[src/rtl/ctrl_pipe_hazard_if.sv]
// rtl/ctrl_pipe_hazard_if.sv - decoder/datapath <-> pipeline-control bundle
interface ctrl_pipe_hazard_if #(
    parameter int RA_W  = 5,
    parameter int AOP_W = 2
);
    logic             id_reg_dst;
    logic             id_reg_write;
    logic             id_alu_src;
    logic             id_mem_read;
    logic             id_mem_write;
    logic             id_mem_to_reg;
    logic             id_sel_pc;
    logic             id_branch;
    logic             id_branch_not;
    logic [AOP_W-1:0] id_alu_op;
    logic [RA_W-1:0]  id_rs;
    logic [RA_W-1:0]  id_rt;
    logic [RA_W-1:0]  id_rd;
    logic             ex_zero;

    logic             ex_reg_dst;
    logic             ex_alu_src;
    logic             ex_branch;
    logic             ex_branch_not;
    logic [AOP_W-1:0] ex_alu_op;
    logic             mem_mem_read;
    logic             mem_mem_write;
    logic             wb_reg_write;
    logic             wb_mem_to_reg;
    logic [RA_W-1:0]  wb_dst;
    logic [1:0]       fwd_a;
    logic [1:0]       fwd_b;
    logic             pc_write;
    logic             ifid_write;
    logic             ifid_flush;
    logic             pc_src_branch;

    modport master (
        output id_reg_dst, id_reg_write, id_alu_src, id_mem_read, id_mem_write,
               id_mem_to_reg, id_sel_pc, id_branch, id_branch_not, id_alu_op,
               id_rs, id_rt, id_rd, ex_zero,
        input  ex_reg_dst, ex_alu_src, ex_branch, ex_branch_not, ex_alu_op,
               mem_mem_read, mem_mem_write, wb_reg_write, wb_mem_to_reg, wb_dst,
               fwd_a, fwd_b, pc_write, ifid_write, ifid_flush, pc_src_branch
    );

    modport slave (
        input  id_reg_dst, id_reg_write, id_alu_src, id_mem_read, id_mem_write,
               id_mem_to_reg, id_sel_pc, id_branch, id_branch_not, id_alu_op,
               id_rs, id_rt, id_rd, ex_zero,
        output ex_reg_dst, ex_alu_src, ex_branch, ex_branch_not, ex_alu_op,
               mem_mem_read, mem_mem_write, wb_reg_write, wb_mem_to_reg, wb_dst,
               fwd_a, fwd_b, pc_write, ifid_write, ifid_flush, pc_src_branch
    );
endinterface

[src/rtl/ctrl_pipe_hazard.sv]
// rtl/ctrl_pipe_hazard.sv - MIPS control pipeline, stalls, flushes, forwarding
// CTRL_PIPE_FORWARDING_EN: defined = EX forwarding; undefined = stall on any RAW.
module ctrl_pipe_hazard #(
    parameter int RA_W  = 5,
    parameter int AOP_W = 2
) (
    input  logic               clk,
    input  logic               rst,
    ctrl_pipe_hazard_if.slave  bus
);
    logic             ex_reg_dst_q, ex_reg_write_q, ex_alu_src_q, ex_mem_read_q;
    logic             ex_mem_write_q, ex_mem_to_reg_q, ex_branch_q, ex_branch_not_q;
    logic [AOP_W-1:0] ex_alu_op_q;
    logic [RA_W-1:0]  ex_rt_q, ex_rd_q;
    logic             mem_reg_write_q, mem_mem_read_q, mem_mem_write_q, mem_mem_to_reg_q;
    logic [RA_W-1:0]  mem_dst_q;
    logic             wb_reg_write_q, wb_mem_to_reg_q;
    logic [RA_W-1:0]  wb_dst_q;
`ifdef CTRL_PIPE_FORWARDING_EN
    logic [RA_W-1:0]  ex_rs_q;
`endif

    logic [RA_W-1:0]  ex_dst;
    logic             load_use, hazard, taken, stall, bubble;

    assign ex_dst   = ex_reg_dst_q ? ex_rd_q : ex_rt_q;
    assign load_use = ex_mem_read_q && (ex_rt_q != '0) &&
                      ((ex_rt_q == bus.id_rs) || (ex_rt_q == bus.id_rt));

`ifdef CTRL_PIPE_FORWARDING_EN
    function automatic logic [1:0] fwd_sel(input logic [RA_W-1:0] src);
        if (mem_reg_write_q && (mem_dst_q != '0) && (mem_dst_q == src))
            return 2'b10;
        else if (wb_reg_write_q && (wb_dst_q != '0) && (wb_dst_q == src))
            return 2'b01;
        else
            return 2'b00;
    endfunction

    assign hazard    = load_use;
    assign bus.fwd_a = fwd_sel(ex_rs_q);
    assign bus.fwd_b = fwd_sel(ex_rt_q);
`else
    // Without bypass paths, any producer still in EX or MEM must retire first.
    function automatic logic raw_hit(input logic [RA_W-1:0] src);
        return (src != '0) &&
               ((ex_reg_write_q && (ex_dst == src)) ||
                (mem_reg_write_q && (mem_dst_q == src)));
    endfunction

    assign hazard    = load_use || raw_hit(bus.id_rs) || raw_hit(bus.id_rt);
    assign bus.fwd_a = 2'b00;
    assign bus.fwd_b = 2'b00;
`endif

    assign taken  = (ex_branch_q && bus.ex_zero) || (ex_branch_not_q && !bus.ex_zero);
    assign stall  = hazard && !taken;
    assign bubble = stall || taken;

    always_comb begin
        bus.pc_write      = 1'b1;
        bus.ifid_write    = 1'b1;
        bus.ifid_flush    = 1'b0;
        bus.pc_src_branch = 1'b0;
        if (!rst) begin
            bus.pc_write      = !stall;
            bus.ifid_write    = !stall;
            bus.ifid_flush    = taken || bus.id_sel_pc;
            bus.pc_src_branch = taken;
        end
    end

    always_ff @(posedge clk) begin
        if (rst) begin
            ex_reg_dst_q     <= 1'b0;
            ex_reg_write_q   <= 1'b0;
            ex_alu_src_q     <= 1'b0;
            ex_mem_read_q    <= 1'b0;
            ex_mem_write_q   <= 1'b0;
            ex_mem_to_reg_q  <= 1'b0;
            ex_branch_q      <= 1'b0;
            ex_branch_not_q  <= 1'b0;
            ex_alu_op_q      <= '0;
            ex_rt_q          <= '0;
            ex_rd_q          <= '0;
            mem_reg_write_q  <= 1'b0;
            mem_mem_read_q   <= 1'b0;
            mem_mem_write_q  <= 1'b0;
            mem_mem_to_reg_q <= 1'b0;
            mem_dst_q        <= '0;
            wb_reg_write_q   <= 1'b0;
            wb_mem_to_reg_q  <= 1'b0;
            wb_dst_q         <= '0;
`ifdef CTRL_PIPE_FORWARDING_EN
            ex_rs_q          <= '0;
`endif
        end else begin
            ex_reg_dst_q     <= bubble ? 1'b0 : bus.id_reg_dst;
            ex_reg_write_q   <= bubble ? 1'b0 : bus.id_reg_write;
            ex_alu_src_q     <= bubble ? 1'b0 : bus.id_alu_src;
            ex_mem_read_q    <= bubble ? 1'b0 : bus.id_mem_read;
            ex_mem_write_q   <= bubble ? 1'b0 : bus.id_mem_write;
            ex_mem_to_reg_q  <= bubble ? 1'b0 : bus.id_mem_to_reg;
            ex_branch_q      <= bubble ? 1'b0 : bus.id_branch;
            ex_branch_not_q  <= bubble ? 1'b0 : bus.id_branch_not;
            ex_alu_op_q      <= bubble ? '0   : bus.id_alu_op;
            ex_rt_q          <= bus.id_rt;
            ex_rd_q          <= bus.id_rd;
`ifdef CTRL_PIPE_FORWARDING_EN
            ex_rs_q          <= bus.id_rs;
`endif
            mem_reg_write_q  <= ex_reg_write_q;
            mem_mem_read_q   <= ex_mem_read_q;
            mem_mem_write_q  <= ex_mem_write_q;
            mem_mem_to_reg_q <= ex_mem_to_reg_q;
            mem_dst_q        <= ex_dst;
            wb_reg_write_q   <= mem_reg_write_q;
            wb_mem_to_reg_q  <= mem_mem_to_reg_q;
            wb_dst_q         <= mem_dst_q;
        end
    end

    assign bus.ex_reg_dst    = ex_reg_dst_q;
    assign bus.ex_alu_src    = ex_alu_src_q;
    assign bus.ex_branch     = ex_branch_q;
    assign bus.ex_branch_not = ex_branch_not_q;
    assign bus.ex_alu_op     = ex_alu_op_q;
    assign bus.mem_mem_read  = mem_mem_read_q;
    assign bus.mem_mem_write = mem_mem_write_q;
    assign bus.wb_reg_write  = wb_reg_write_q;
    assign bus.wb_mem_to_reg = wb_mem_to_reg_q;
    assign bus.wb_dst        = wb_dst_q;
endmodule

[src/flat_wrapper.sv]
// flat-port wrapper written by rule: the top's interface ports become plain ports
module ctrl_pipe_hazard_flat 
#(
    parameter int RA_W  = 5,
    parameter int AOP_W = 2
)
  (clk, rst, bus_id_reg_dst, bus_id_reg_write, bus_id_alu_src, bus_id_mem_read, bus_id_mem_write, bus_id_mem_to_reg, bus_id_sel_pc, bus_id_branch, bus_id_branch_not, bus_id_alu_op, bus_id_rs, bus_id_rt, bus_id_rd, bus_ex_zero, bus_ex_reg_dst, bus_ex_alu_src, bus_ex_branch, bus_ex_branch_not, bus_ex_alu_op, bus_mem_mem_read, bus_mem_mem_write, bus_wb_reg_write, bus_wb_mem_to_reg, bus_wb_dst, bus_fwd_a, bus_fwd_b, bus_pc_write, bus_ifid_write, bus_ifid_flush, bus_pc_src_branch);
  ctrl_pipe_hazard_if #(.RA_W(RA_W), .AOP_W(AOP_W)) bus_i ();
  input  logic clk;
  input  logic rst;
  input wire logic [$bits(bus_i.id_reg_dst)-1:0] bus_id_reg_dst;
  input wire logic [$bits(bus_i.id_reg_write)-1:0] bus_id_reg_write;
  input wire logic [$bits(bus_i.id_alu_src)-1:0] bus_id_alu_src;
  input wire logic [$bits(bus_i.id_mem_read)-1:0] bus_id_mem_read;
  input wire logic [$bits(bus_i.id_mem_write)-1:0] bus_id_mem_write;
  input wire logic [$bits(bus_i.id_mem_to_reg)-1:0] bus_id_mem_to_reg;
  input wire logic [$bits(bus_i.id_sel_pc)-1:0] bus_id_sel_pc;
  input wire logic [$bits(bus_i.id_branch)-1:0] bus_id_branch;
  input wire logic [$bits(bus_i.id_branch_not)-1:0] bus_id_branch_not;
  input wire logic [$bits(bus_i.id_alu_op)-1:0] bus_id_alu_op;
  input wire logic [$bits(bus_i.id_rs)-1:0] bus_id_rs;
  input wire logic [$bits(bus_i.id_rt)-1:0] bus_id_rt;
  input wire logic [$bits(bus_i.id_rd)-1:0] bus_id_rd;
  input wire logic [$bits(bus_i.ex_zero)-1:0] bus_ex_zero;
  output wire logic [$bits(bus_i.ex_reg_dst)-1:0] bus_ex_reg_dst;
  output wire logic [$bits(bus_i.ex_alu_src)-1:0] bus_ex_alu_src;
  output wire logic [$bits(bus_i.ex_branch)-1:0] bus_ex_branch;
  output wire logic [$bits(bus_i.ex_branch_not)-1:0] bus_ex_branch_not;
  output wire logic [$bits(bus_i.ex_alu_op)-1:0] bus_ex_alu_op;
  output wire logic [$bits(bus_i.mem_mem_read)-1:0] bus_mem_mem_read;
  output wire logic [$bits(bus_i.mem_mem_write)-1:0] bus_mem_mem_write;
  output wire logic [$bits(bus_i.wb_reg_write)-1:0] bus_wb_reg_write;
  output wire logic [$bits(bus_i.wb_mem_to_reg)-1:0] bus_wb_mem_to_reg;
  output wire logic [$bits(bus_i.wb_dst)-1:0] bus_wb_dst;
  output wire logic [$bits(bus_i.fwd_a)-1:0] bus_fwd_a;
  output wire logic [$bits(bus_i.fwd_b)-1:0] bus_fwd_b;
  output wire logic [$bits(bus_i.pc_write)-1:0] bus_pc_write;
  output wire logic [$bits(bus_i.ifid_write)-1:0] bus_ifid_write;
  output wire logic [$bits(bus_i.ifid_flush)-1:0] bus_ifid_flush;
  output wire logic [$bits(bus_i.pc_src_branch)-1:0] bus_pc_src_branch;
  assign bus_i.id_reg_dst = bus_id_reg_dst;
  assign bus_i.id_reg_write = bus_id_reg_write;
  assign bus_i.id_alu_src = bus_id_alu_src;
  assign bus_i.id_mem_read = bus_id_mem_read;
  assign bus_i.id_mem_write = bus_id_mem_write;
  assign bus_i.id_mem_to_reg = bus_id_mem_to_reg;
  assign bus_i.id_sel_pc = bus_id_sel_pc;
  assign bus_i.id_branch = bus_id_branch;
  assign bus_i.id_branch_not = bus_id_branch_not;
  assign bus_i.id_alu_op = bus_id_alu_op;
  assign bus_i.id_rs = bus_id_rs;
  assign bus_i.id_rt = bus_id_rt;
  assign bus_i.id_rd = bus_id_rd;
  assign bus_i.ex_zero = bus_ex_zero;
  assign bus_ex_reg_dst = bus_i.ex_reg_dst;
  assign bus_ex_alu_src = bus_i.ex_alu_src;
  assign bus_ex_branch = bus_i.ex_branch;
  assign bus_ex_branch_not = bus_i.ex_branch_not;
  assign bus_ex_alu_op = bus_i.ex_alu_op;
  assign bus_mem_mem_read = bus_i.mem_mem_read;
  assign bus_mem_mem_write = bus_i.mem_mem_write;
  assign bus_wb_reg_write = bus_i.wb_reg_write;
  assign bus_wb_mem_to_reg = bus_i.wb_mem_to_reg;
  assign bus_wb_dst = bus_i.wb_dst;
  assign bus_fwd_a = bus_i.fwd_a;
  assign bus_fwd_b = bus_i.fwd_b;
  assign bus_pc_write = bus_i.pc_write;
  assign bus_ifid_write = bus_i.ifid_write;
  assign bus_ifid_flush = bus_i.ifid_flush;
  assign bus_pc_src_branch = bus_i.pc_src_branch;
  ctrl_pipe_hazard #(.RA_W(RA_W), .AOP_W(AOP_W)) u_core (.clk(clk), .rst(rst), .bus(bus_i));
endmodule
[config.mk]
export PLATFORM = sky130hd
export DESIGN_NAME = ctrl_pipe_hazard_flat
export DESIGN_NICKNAME = d
export VERILOG_FILES = /design/src/rtl/ctrl_pipe_hazard_if.sv /design/src/rtl/ctrl_pipe_hazard.sv /design/src/flat_wrapper.sv
export SDC_FILE = /design/constraint.sdc
export NUM_CORES = 1
export LEC_CHECK = 0
export ABC_AREA = 1
export CAP_MARGIN = 25
export CORE_MARGIN = 2
export CORE_UTILIZATION = 45
export CTS_BUF_LIST = sky130_fd_sc_hd__clkbuf_8
export CTS_CLUSTER_SIZE = 10
export DETAILED_ROUTE_END_ITERATION = 16
export DONT_BUFFER_PORTS = 1
export PLACE_DENSITY = 0.63
export RECOVER_POWER = 100
export SYNTH_ARGS = -nofsm -noshare
export SYNTH_HDL_FRONTEND = slang
export SYNTH_SLANG_ARGS = --single-unit
[constraint.sdc]
create_clock -name clk -period 1.3 [get_ports clk]
set_input_delay 0.065 -clock clk [delete_from_list [all_inputs] [get_ports clk]]
set_output_delay 0.065 -clock clk [all_outputs]
set_load 0.03 [all_outputs]
==> out/qor_table.md, run 1 <==
| Metric | Value | Unit |
| --- | --- | --- |
| Internal | 1.90 | mW |
| Number of pins exceeding their max-slew limit in the final report | 0 | - |
| Max_cap viols | 0 | - |
| Die width | 65.5 | um |
| Buffer and inverter count on the worst path | 1 | - |
| Power Dens Cells | 1180 | mW/mm2 |
| Clk sinks | 36 | - |
| # DRC | 0 | - |
| Worst min-delay path class | in2reg | - |
| Clock latency on the worst-skew pair | 0.30 | ns |
| Top library cells by usage in the layout, fill and taps aside | 47 x sky130_fd_sc_hd__nor2_1, 45 x sky130_fd_sc_hd__inv_1, 38 x sky130_fd_sc_hd__nand2_1 | - |
| Post-Route Skew | 0.00985 | ns |
| Post-Syn Area per Cell | 6.87 | um2 |
| Crit Path Max Fanout | 6 | - |
| Fraction of layout instances using a drive strength above 1 | 0.194 | - |
| Post-Syn Instances | 248 | - |
| Endpoints failing hold | 0 | - |
| Transition time of the tightest slew-check pin | 1.20 | ns |
| Final WS setup | -0.350 | ns |
| Setup repair after global routing missed its margin | true | - |
| Run status | finished, violations left | - |
| Post-detailed-route count of antenna-violating nets | 0 | - |
| Top Family by Delay on Critical Path | simple AND/OR/NAND/NOR gates | - |
| Clk root buf | sky130_fd_sc_hd__clkbuf_8 | - |
| Highest Clock Rate | 0.606 | GHz |
| Share of total power in combinational logic | 0.158 | - |
| Part of the Yosys area used for sequential elements | 0.423 | - |
| Die Area | 0.00429 | mm2 |
| Net switching power | 731 | uW |
| Core Box Area | 0.00366 | mm2 |
| Post-layout util | 0.611 | - |
| CP max-delay cell | sky130_fd_sc_hd__dfxtp_4 | - |
| Vias in the first global route | 1575 | - |
| Maximum root-to-sink buffer count | 2 | - |
| Maximum number of pins on one net before global-route repair | 27 | - |
| Number of vias after detailed routing | 1636 | - |
| Proportion of power drawn by flip-flops and latches | 0.470 | - |
| Hold_sp | bus_id_rt[1] | - |
| Startpoint type of the worst setup path | flop | - |
| Syn. warnings | 0 | - |
| Most common cell after layout, fill and taps aside | sky130_fd_sc_hd__nor2_1 | - |
| Clock share of power | 0.373 | - |
| Worst Setup SP | u_core.bus.ex_reg_dst | - |
| Critical path class | reg2out | - |
| Worst slew slack as a fraction of its limit | 0.201 | - |
| Num rows | 22 | - |
| Half-perimeter wire length after placement | 2950 | um |
| Height of the chip | 65.5 | um |
| Clk pin slew, worst setup/hold paths | 0.07 | ns |
| Starting Density | 0.465 | - |
| Cells traversed along the worst timing path | buf_6, nand2_2, nand3_2, nand2_1, nor2_2, nand3_1, nand2_1, nand2_2, nand3_4, nand2_8 | - |
| Switching power share of the total | 0.278 | - |
| # fillers | 336 | - |
| Violations in the final reports | negative setup slack | - |
| Residual overflow from global routing | 0 | - |
| Post-Route WL | 4390 | um |
| Reg-to-Reg Start | u_core.mem_dst_q[0] | - |
| Delay contributed by the slowest stage of the critical path | 0.41 | ns |
| Post-detailed-route wirelength per cell | 13.1 | um |
| Flip-flop and latch count after synthesis | 36 | - |
| Post-layout min period | 1.65 | ns |
| Data required time at the worst endpoint | 1.24 | ns |
| Data arrival time at the worst-slack endpoint | 1.59 | ns |
| IR Drop Worst-Case VDD | 1000 | uV |
| Cell area after synthesis | 0.00170 | mm2 |
| Total CTS buffers | 5 | - |
| Post-synthesis to final-layout area growth | 31.4 | % |
| Port-buffer cells | 0 | - |
| Final setup vio count | 12 | - |
| Area after DPL | 0.00185 | mm2 |
| Routability congestion estimate | 0.957 | - |
| Number of antenna violations at the first check in global routing | 0 | - |
| Final non-filler cell area | 0.00224 | mm2 |
| CTS H-tree depth | 2 | - |
| Via/cell ratio | 4.87 | - |
| Reg-to-reg setup timing slack | -0.28 | ns |
| Number of nets in the finished design | 316 | - |
| Number of distinct library cells after synthesis | 22 | - |
| Total track usage | 0.220 | - |
| Top-level I/O count | 52 | - |
| Number of optimization iterations in the first detailed-route pass | 4 | - |
| Share of the clock period used by the worst path | 1.27 | - |
| Clock tree from TritonCTS | done | - |
| N_diodes | 0 | - |
| Violation count after the first detailed-route iteration | 115 | - |
| Leakage power of the design | 1.12 | nW |
| Global-route wire length before repair | 7010 | um |
| Critical Path Sink Type | primary output | - |
-- what timing repair did --
action / CTS / global route
pin swaps: 6 / 8
gates resized for setup: 17 / 9
setup endpoints to repair: 12 / 39
endpoints found under the hold margin: 36 / 0
hold buffers: 20 / 0
buffers inserted: 4 / 0
-- through the flow --
step | worst slack, ns | power (mW) | hold WS (ns) | TNS, ns | instances
after CTS | -0.337 | 2.64 | 0.0213 | -2.89 | 336
after global placement | -0.149 | 1.59 | 0.139 | -1.61 | 304
after floorplan | -0.174 | 1.52 | 0.172 | -0.980 | 251
after detailed placement | -0.173 | 1.59 | 0.140 | -1.74 | 304
after global routing | -0.447 | 2.75 | 0.0396 | -4.63 | 336
final | -0.350 | 2.63 | 0.0304 | -3.31 | 336
-- cells in the mapped netlist (all sizes together) --
master | count | share of area
nor3 | 4 | 0.012
nand2 | 56 | 0.14
nand3b | 1 | 0.0044
xnor2 | 3 | 0.015
a21oi | 7 | 0.021
inv | 46 | 0.11
buf | 7 | 0.031
o21ai | 3 | 0.0088
conb | 1 | 0.0022
clkbuf | 2 | 0.0044
xor2 | 7 | 0.036
nand4 | 3 | 0.020
o22ai | 2 | 0.0073
nor2 | 53 | 0.12
dfxtp | 36 | 0.42
nand3 | 17 | 0.050
-- routing by layer --
| layer | wire [um] | share of wire | global-route usage | vias to the layer above |
|---|---|---|---|---|
| li1 | - | - | - | 806 |
| met4 | 129 | 0.029 | 0.109 | 0 |
| met3 | 401 | 0.091 | 0.0685 | 12 |
| met5 | 0 | 0 | 0 | - |
| met2 | 2090 | 0.48 | 0.364 | 74 |
| met1 | 1770 | 0.40 | 0.255 | 744 |
-- cells by family (layout without fill, tap and decap cells) --
kind of cell / count (synthesis) / count (layout) / share of synthesized area
xor gates and xnor gates: 10 / 10 / 0.0514
DFF: 36 / 36 / 0.423
and+or+nand+nor: 134 / 134 / 0.345
other: 1 / 4 / 0.00220
buffers and inverters: 55 / 92 / 0.141
AOI/OAI and AO/OA: 12 / 12 / 0.0367
-- worst reg2reg max path: stages, from the launching register on --
cell and delay [ns]:
sky130_fd_sc_hd__dfxtp_1 0.37, sky130_fd_sc_hd__inv_1 0.09, sky130_fd_sc_hd__o21ai_1 0.21, sky130_fd_sc_hd__a21oi_1 0.10, sky130_fd_sc_hd__nand3_1 0.11, sky130_fd_sc_hd__nand2_1 0.07, sky130_fd_sc_hd__nand2_2 0.10, sky130_fd_sc_hd__buf_4 0.13
sky130_fd_sc_hd__nand4_4 0.19, sky130_fd_sc_hd__nor2_2 0.15
-- power groups by stage --
stage          combinational (mW)  clock, mW  sequential (mW)
2_1_floorplan               0.264          0             1.25
3_3_place_gp                0.327          0             1.26
3_5_place_dp                0.329          0             1.26
4_1_cts                     0.409      0.992             1.24
5_1_grt                     0.458       1.05             1.24
6_report                    0.415      0.980             1.24
-- final timing paths --
path / cells past startpoint / end
worst max-delay path: 10 / bus_ifid_write
worst min-delay path: 3 / u_core.ex_rt_q[1]
worst min register to register: 2 / u_core.bus.mem_mem_write
worst max register to register: 9 / u_core.bus.ex_reg_dst
-- cell type report --
cell class	count	area, um2	area share
timing repair buffer	38	327	0.146
sequential	36	731	0.327
clock buffer	5	68.8	0.0308
tap	48	60.1	0.0268
clock inverter	3	38.8	0.0173
multi-input combinational	160	832	0.372
inverter	46	180	0.0805
Power figures use the tool's default switching activity.
==> run 2: changes to the inputs <==
--- a/config.mk
+++ b/config.mk
@@ -8,12 +8,12 @@
 export ABC_AREA = 1
 export CAP_MARGIN = 25
 export CORE_MARGIN = 2
-export CORE_UTILIZATION = 45
+export CORE_UTILIZATION = 40
 export CTS_BUF_LIST = sky130_fd_sc_hd__clkbuf_8
 export CTS_CLUSTER_SIZE = 10
 export DETAILED_ROUTE_END_ITERATION = 16
 export DONT_BUFFER_PORTS = 1
-export PLACE_DENSITY = 0.63
+export PLACE_DENSITY = 0.57
 export RECOVER_POWER = 100
 export SYNTH_ARGS = -nofsm -noshare
 export SYNTH_HDL_FRONTEND = slang
==> constraint.sdc (replaced) <==
create_clock -name clk -period 1.3 [get_ports clk]
set_input_delay 0.325 -clock clk [delete_from_list [all_inputs] [get_ports clk]]
set_output_delay 0.325 -clock clk [all_outputs]
set_load 0.03 [all_outputs]
==> out/qor_table.md, run 2 (same netlist as run 1, synthesis figures left out) <==
| Metric | Value | Unit | vs previous |
| --- | --- | --- | --- |
| Run status | finished, violations left | - |  |
| Violations in the final reports | negative setup slack | - |  |
| PnR Total Power | 2.36 | mW | -10% |
| Clk root buf | sky130_fd_sc_hd__clkbuf_8 | - |  |
| Share of the clock period used by the worst path | 1.46 | - | +0.194 |
| Die width | 69.2 | um | +5.7% |
| Number of pins exceeding their max-slew limit in the final report | 0 | - | unchanged |
| IR Drop Worst-Case VDD | 697 | uV | -31% |
| Post-Route WL | 4090 | um | -6.9% |
| Fraction of layout instances using a drive strength above 1 | 0.225 | - | +0.0306 |
| Number of antenna violations at the first check in global routing | 0 | - | unchanged |
| Starting Density | 0.420 | - | -0.0455 |
| Highest Clock Rate | 0.526 | GHz | -13% |
| Post-Route Skew | 0.00642 | ns | -0.00343 ns |
| Power Dens Cells | 1130 | mW/mm2 | -4.0% |
| Endpoints failing hold | 0 | - | unchanged |
| CTS H-tree depth | 2 | - | unchanged |
| Final setup vio count | 14 | - | +2 |
| Num rows | 23 | - | +4.5% |
| Data arrival time at the worst-slack endpoint | 1.58 | ns | about the same |
| Pre-CTS setup slack | -0.307 | ns | -0.134 ns |
| Leakage power of the design | 1.08 | nW | -4.0% |
| Clock latency on the worst-skew pair | 0.29 | ns | about the same |
| Critical path class | reg2out | - |  |
| Residual overflow from global routing | 0 | - | unchanged |
| Vias in the first global route | 1486 | - | -5.7% |
| Most common cell after layout, fill and taps aside | sky130_fd_sc_hd__nor2_1 | - |  |
| # DRC | 0 | - | unchanged |
| Number of optimization iterations in the first detailed-route pass | 4 | - | unchanged |
| Via/cell ratio | 4.68 | - | -3.9% |
| Top-level I/O count | 52 | - | unchanged |
| Total CTS buffers | 5 | - | unchanged |
| Worst min-delay path class | in2reg | - |  |
| Top library cells by usage in the layout, fill and taps aside | 46 x sky130_fd_sc_hd__nor2_1, 45 x sky130_fd_sc_hd__inv_1, 43 x sky130_fd_sc_hd__nand2_1 | - |  |
| Setup repair after global routing missed its margin | true | - |  |
| Post-synthesis to final-layout area growth | 22.9 | % |  |
| N_diodes | 0 | - | unchanged |
| Global-route wire length before repair | 6870 | um | -2.0% |
| Hold buffer count at cts | 0 | - | -100% |
| Die Area | 0.00479 | mm2 | +12% |
| Half-perimeter wire length after placement | 3140 | um | +6.3% |
| Routability congestion estimate | 0.956 | - | -0.18% |
| Post-CTS setup buffer count | 0 | - | -4 |
| Max_cap viols | 0 | - | unchanged |
| Critical Path Sink Type | primary output | - |  |
| Crit Path Max Fanout | 9 | - | +3 |
| Violation count after the first detailed-route iteration | 165 | - | +43% |
| Post-detailed-route wirelength per cell | 12.4 | um | -5.2% |
| Clk sinks | 36 | - | unchanged |
| Data required time at the worst endpoint | 0.98 | ns | -0.26 ns |
| Startpoint type of the worst setup path | flop | - |  |
| Number of nets in the finished design | 308 | - | -2.5% |
| Post-detailed-route count of antenna-violating nets | 0 | - | unchanged |
| Maximum number of pins on one net before global-route repair | 30 | - | +11% |
| Core Box Area | 0.00406 | mm2 | +11% |
| Height of the chip | 69.2 | um | +5.7% |
| Number of vias after detailed routing | 1544 | - | -5.6% |
| Final WS setup | -0.602 | ns | -0.252 ns |
| Port-buffer cells | 0 | - | unchanged |
| Post-layout min period | 1.90 | ns | +0.252 ns |
| Total track usage | 0.181 | - | -0.0390 |
| Clock tree from TritonCTS | done | - |  |
| Maximum root-to-sink buffer count | 2 | - | unchanged |
| Clk pin slew, worst setup/hold paths | 0.07 | ns | about the same |
[run 2: cell count changes in the layout (fill, tap and decap cells not counted), moves of 2 or more]
cell                            change
sky130_fd_sc_hd__nand2_2            -3
sky130_fd_sc_hd__clkbuf_4           +8
sky130_fd_sc_hd__buf_4              +4
sky130_fd_sc_hd__nand2_1            +5
sky130_fd_sc_hd__dlygate4sd3_1     -19
sky130_fd_sc_hd__nor2_4             +2
sky130_fd_sc_hd__o21ai_1            -2
[run 2: power breakdown]
group / total (mW) / internal [mW] / switching [mW]
registers: 1.23 / 1.16 / 0.0737
logic: 0.379 / 0.161 / 0.217
clock network: 0.748 / 0.360 / 0.388
[run 2: path summary, 6_finish.rpt]
| kind | startpoint | endpoint | slack, ns | depth (start not counted) |
|---|---|---|---|---|
| hold reg to reg | u_core.ex_mem_to_reg_q | u_core.mem_mem_to_reg_q | 0.40 | 2 |
| hold / removal | rst | u_core.ex_rt_q[1] | 0.11 | 1 |
| setup / recovery | u_core.bus.ex_reg_dst | bus_ifid_write | -0.60 | 10 |
| setup reg to reg | u_core.bus.ex_reg_dst | u_core.bus.ex_alu_op[1] | -0.19 | 12 |
[run 2: area by class of cell]
class                      count  area [um2]
clock buffer                   5        68.8
clock inverter                 3        12.5
fill                         410        1970
inverter                      46         180
multi-input combinational    161         831
sequential                    36         727
tap                           50        62.6
timing repair buffer          29         210
[run 2: metal layers]
| layer | track usage | routed length, um |
|---|---|---|
| met1 | 0.214 | 1730 |
| met3 | 0.0669 | 320 |
| met4 | 0.0610 | 81 |
| met5 | 0 | 0 |
| met2 | 0.300 | 1950 |
[run 2: through the flow]
| stage | TNS, ns | utilization | cell area [um2] | hold slack (ns) | instances |
|---|---|---|---|---|---|
| after floorplan | -1.87 | - | 1760 | 0.388 | 251 |
| after global placement | -3.25 | 0.486 | 1970 | 0.393 | 321 |
| after detailed placement | -2.93 | 0.486 | 1970 | 0.394 | 321 |
| after CTS | -3.36 | 0.516 | 2090 | 0.0920 | 330 |
| after global routing | -4.91 | 0.516 | 2090 | 0.0913 | 330 |
| final | -3.18 | 0.516 | 2090 | 0.106 | 330 |
[run 2: what timing repair did]
item,in CTS,in global routing
cloned,1,0
endpoints found under the setup margin,14,14
pin swaps,1,1
resized for setup,8,5
[run 2: critical path, stage by stage, from the launching register on]
cell and delay [ns]:
sky130_fd_sc_hd__dfxtp_4 0.43, sky130_fd_sc_hd__nand2_1 0.12, sky130_fd_sc_hd__nand2_1 0.10, sky130_fd_sc_hd__nand2_1 0.05, sky130_fd_sc_hd__nand2_1 0.07, sky130_fd_sc_hd__nor2_1 0.05, sky130_fd_sc_hd__nand3_1 0.07, sky130_fd_sc_hd__nand2_1 0.06
sky130_fd_sc_hd__nand2_2 0.08, sky130_fd_sc_hd__nand3_2 0.08, sky130_fd_sc_hd__nand2_4 0.17
==> run 3: changes to the inputs <==
--- a/config.mk
+++ b/config.mk
@@ -5,7 +5,6 @@
 export SDC_FILE = /design/constraint.sdc
 export NUM_CORES = 1
 export LEC_CHECK = 0
-export ABC_AREA = 1
 export CAP_MARGIN = 25
 export CORE_MARGIN = 2
 export CORE_UTILIZATION = 40
==> out/qor_table.md, run 3 <==
| Metric | Value | Unit | vs previous |
| --- | --- | --- | --- |
| Run status | finished, violations left | - |  |
| Violations in the final reports | negative setup slack | - |  |
| Endpoints failing hold | 0 | - | unchanged |
| Global-route wire length before repair | 5030 | um | -27% |
| CTS H-tree depth | 2 | - | unchanged |
| PnR Total Power | 2.55 | mW | +8.0% |
| Residual overflow from global routing | 0 | - | unchanged |
| Power Dens Cells | 1300 | mW/mm2 | +15% |
| Final-layout setup total negative slack | -10.37 | ns | -7.19 ns |
| Max_cap viols | 0 | - | unchanged |
| Routability congestion estimate | 0.828 | - | -13% |
| Height of the chip | 66.5 | um | -3.9% |
| Share of the synthesized area in compound gates (AO/OA/AOI/OAI) | 0.0320 | - | -0.00474 |
| Final setup vio count | 14 | - | unchanged |
| Crit Path Max Fanout | 6 | - | -3 |
| Core Box Area | 0.00372 | mm2 | -8.4% |
| Post-synthesis to final-layout area growth | 25.6 | % |  |
| Number of vias after detailed routing | 1084 | - | -30% |
| Post-Syn Instances | 156 | - | -37% |
| Vias in the first global route | 1038 | - | -30% |
| Total CTS buffers | 5 | - | unchanged |
| Cell type with the largest total area after synthesis | sky130_fd_sc_hd__dfxtp_1 | - |  |
| Die Area | 0.00443 | mm2 | -7.7% |
| Clock latency on the worst-skew pair | 0.29 | ns | about the same |
| Worst min-delay path class | in2reg | - |  |
| Basic-gate share of the synthesized area counting and, or, nand and nor cells | 0.227 | - | -0.118 |
| Flip-flop and latch count after synthesis | 36 | - | unchanged |
| Most common cell after layout, fill and taps aside | sky130_fd_sc_hd__dfxtp_1 | - |  |
| Part of the Yosys area used for sequential elements | 0.461 | - | +0.0376 |
| Clk root buf | sky130_fd_sc_hd__clkbuf_8 | - |  |
| Worst hold-check slack | 0.0995 | ns | -0.00597 ns |
| Number of enable flip-flop cells after synthesis | 0 | - | unchanged |
| Placed Cells | 217 | - | -32% |
| Num rows | 22 | - | -4.3% |
| Post-Layout Cell Count | 229 | - | -31% |
| Clock tree from TritonCTS | done | - |  |
| Top-level I/O count | 52 | - | unchanged |
| Number of distinct library cells after synthesis | 29 | - | +32% |
| Final non-filler cell area | 0.00196 | mm2 | -6.1% |
| CP max-delay cell | sky130_fd_sc_hd__dfxtp_4 | - |  |
| Most frequently used flop master after synthesis | sky130_fd_sc_hd__dfxtp_1 | - |  |
| Cell area after synthesis | 0.00156 | mm2 | -8.2% |
| Violation count after the first detailed-route iteration | 42 | - | -75% |
| IR Drop Worst-Case VDD | 647 | uV | -7.3% |
| # DRC | 0 | - | unchanged |
| Adder-Cell Fraction of Synth Area | 0 | - | unchanged |
| Hold buffer count at cts | 0 | - | unchanged |
| Clk sinks | 36 | - | unchanged |
| Top Family by Delay on Critical Path | flip-flops | - |  |
| Post-layout min period | 2.29 | ns | +0.383 ns |
| Final WS setup | -0.985 | ns | -0.383 ns |
| N_diodes | 0 | - | unchanged |
| Clk pin slew, worst setup/hold paths | 0.07 | ns | about the same |
| Number of optimization iterations in the first detailed-route pass | 4 | - | unchanged |
| Leakage power of the design | 0.770 | nW | -28% |
| Starting Density | 0.421 | - | +0.00120 |
| Share of the clock period used by the worst path | 1.76 | - | +0.295 |
| Post-layout util | 0.529 | - | +0.0130 |
| Die width | 66.5 | um | -3.9% |
| Post-Route Skew | 0.00599 | ns | -0.000429 ns |
| Combinational family with the most area after synthesis | simple AND/OR/NAND/NOR gates | - |  |
| Syn. warnings | 0 | - | unchanged |
| Fraction of synthesized area in multiplexers | 0.0592 | - | +0.0592 |
| Setup repair after global routing missed its margin | true | - |  |
| Maximum number of pins on one net before global-route repair | 30 | - | unchanged |
| Post-detailed-route wirelength per cell | 14.5 | um | +17% |
| Post-detailed-route count of antenna-violating nets | 0 | - | unchanged |
| Area after DPL | 0.00175 | mm2 | -11% |
| Critical path class | reg2out | - |  |
| Top library cells by usage in the layout, fill and taps aside | 33 x sky130_fd_sc_hd__dfxtp_1, 22 x sky130_fd_sc_hd__nor2b_1, 20 x sky130_fd_sc_hd__xnor2_1 | - |  |
| Number of pins exceeding their max-slew limit in the final report | 0 | - | unchanged |
| Critical Path Sink Type | primary output | - |  |
| Fraction of synthesis flops using an asynchronous set or reset pin | 0 | - | unchanged |
| Maximum root-to-sink buffer count | 2 | - | unchanged |
| Via/cell ratio | 4.73 | - | +1.2% |
| Buffer and inverter count on the worst path | 0 | - | unchanged |
| Post-Route WL | 3310 | um | -19% |
| Fraction of layout instances using a drive strength above 1 | 0.309 | - | +0.0844 |
| Data arrival time at the worst-slack endpoint | 1.96 | ns | +0.38 ns |
| Post-Syn Area per Cell | 10.0 | um2 | +46% |
| Commonest cells in the netlist | 36 x sky130_fd_sc_hd__dfxtp_1, 22 x sky130_fd_sc_hd__nor2b_1, 21 x sky130_fd_sc_hd__xnor2_1 | - |  |
| Cell types with the largest area share after synthesis | sky130_fd_sc_hd__dfxtp_1 46%, sky130_fd_sc_hd__xnor2_1 12%, sky130_fd_sc_hd__nor2b_1 8.8%, sky130_fd_sc_hd__xor2_1 5.0%, sky130_fd_sc_hd__nor2_2 3.6% | - |  |
| Cells traversed along the worst timing path | mux2i_4, xnor2_2, nor4_2, a31oi_1, o211ai_2, nand2_8 | - |  |
| Startpoint type of the worst setup path | flop | - |  |
| Delay contributed by the slowest stage of the critical path | 0.46 | ns | +0.03 ns |
| Highest Clock Rate | 0.438 | GHz | -17% |
| Half-perimeter wire length after placement | 2320 | um | -26% |
| Pre-CTS setup slack | -0.726 | ns | -0.419 ns |
| Yosys top cell area share | 0.461 | - | +0.0376 |
| Data required time at the worst endpoint | 0.98 | ns | about the same |
| Share of the synthesized netlist area taken by xor and xnor gates | 0.168 | - | +0.117 |
| Most instantiated library cell after synthesis | sky130_fd_sc_hd__dfxtp_1 | - |  |
| Port-buffer cells | 0 | - | unchanged |
| Number of antenna violations at the first check in global routing | 0 | - | unchanged |
| Total track usage | 0.160 | - | -0.0204 |
| Number of nets in the finished design | 209 | - | -32% |
run 3: changes by cell type after synthesis, sizes merged, moves of 15 or more:
cell,before,now
inv,46,1
nand2,56,11
nand3,17,2
nor2b,0,22
nor2,53,19
xnor2,3,21
run 3: routing by layer:
layer / global-route usage / vias up / part of all wire
li1: - / 540 / -
met1: 0.193 / 500 / 0.41
met2: 0.240 / 38 / 0.49
met3: 0.0743 / 6 / 0.079
met4: 0.0765 / 0 / 0.022
met5: 0 / - / 0
run 3: cell families after synthesis:
group,after synthesis
simple gates,64
xor+xnor,30
compound gates,7
flops,36
mux,6
other cells,1
buf+inv,12
run 3: final timing paths:
path	to	depth (start not counted)	startpoint	slack [ns]
worst max-delay path	bus_ifid_write	6	u_core.bus.ex_reg_dst	-0.99
worst min register to register	u_core.bus.wb_mem_to_reg	1	u_core.mem_mem_to_reg_q	0.44
worst max register to register	u_core.ex_mem_to_reg_q	11	u_core.bus.ex_reg_dst	-0.88
worst min-delay path	u_core.bus.mem_mem_write	1	rst	0.1
run 3: layout make-up:
class	instances	area, um2
timing repair buffer	25	219
fill	343	1750
sequential	36	727
multi-input combinational	111	847
tap	48	60.1
inverter	1	3.75
clock buffer	5	68.8
clock inverter	3	38.8
run 3: what timing repair did:
action                                  4_1_cts  5_1_grt
gates cloned                                  1        0
resized for setup                            11        2
buffers inserted                              3        1
pin swaps                                     3        0
endpoints found under the setup margin       14       15
run 3: power by group:
group / total [mW] / internal [mW] / switching (mW) / leakage (nW)
Clock: 0.943 / 0.561 / 0.383 / 0.0593
Sequential: 1.24 / 1.16 / 0.0796 / 0.298
Combinational: 0.364 / 0.199 / 0.165 / 0.413
Total: 2.55 / 1.92 / 0.628 / 0.770
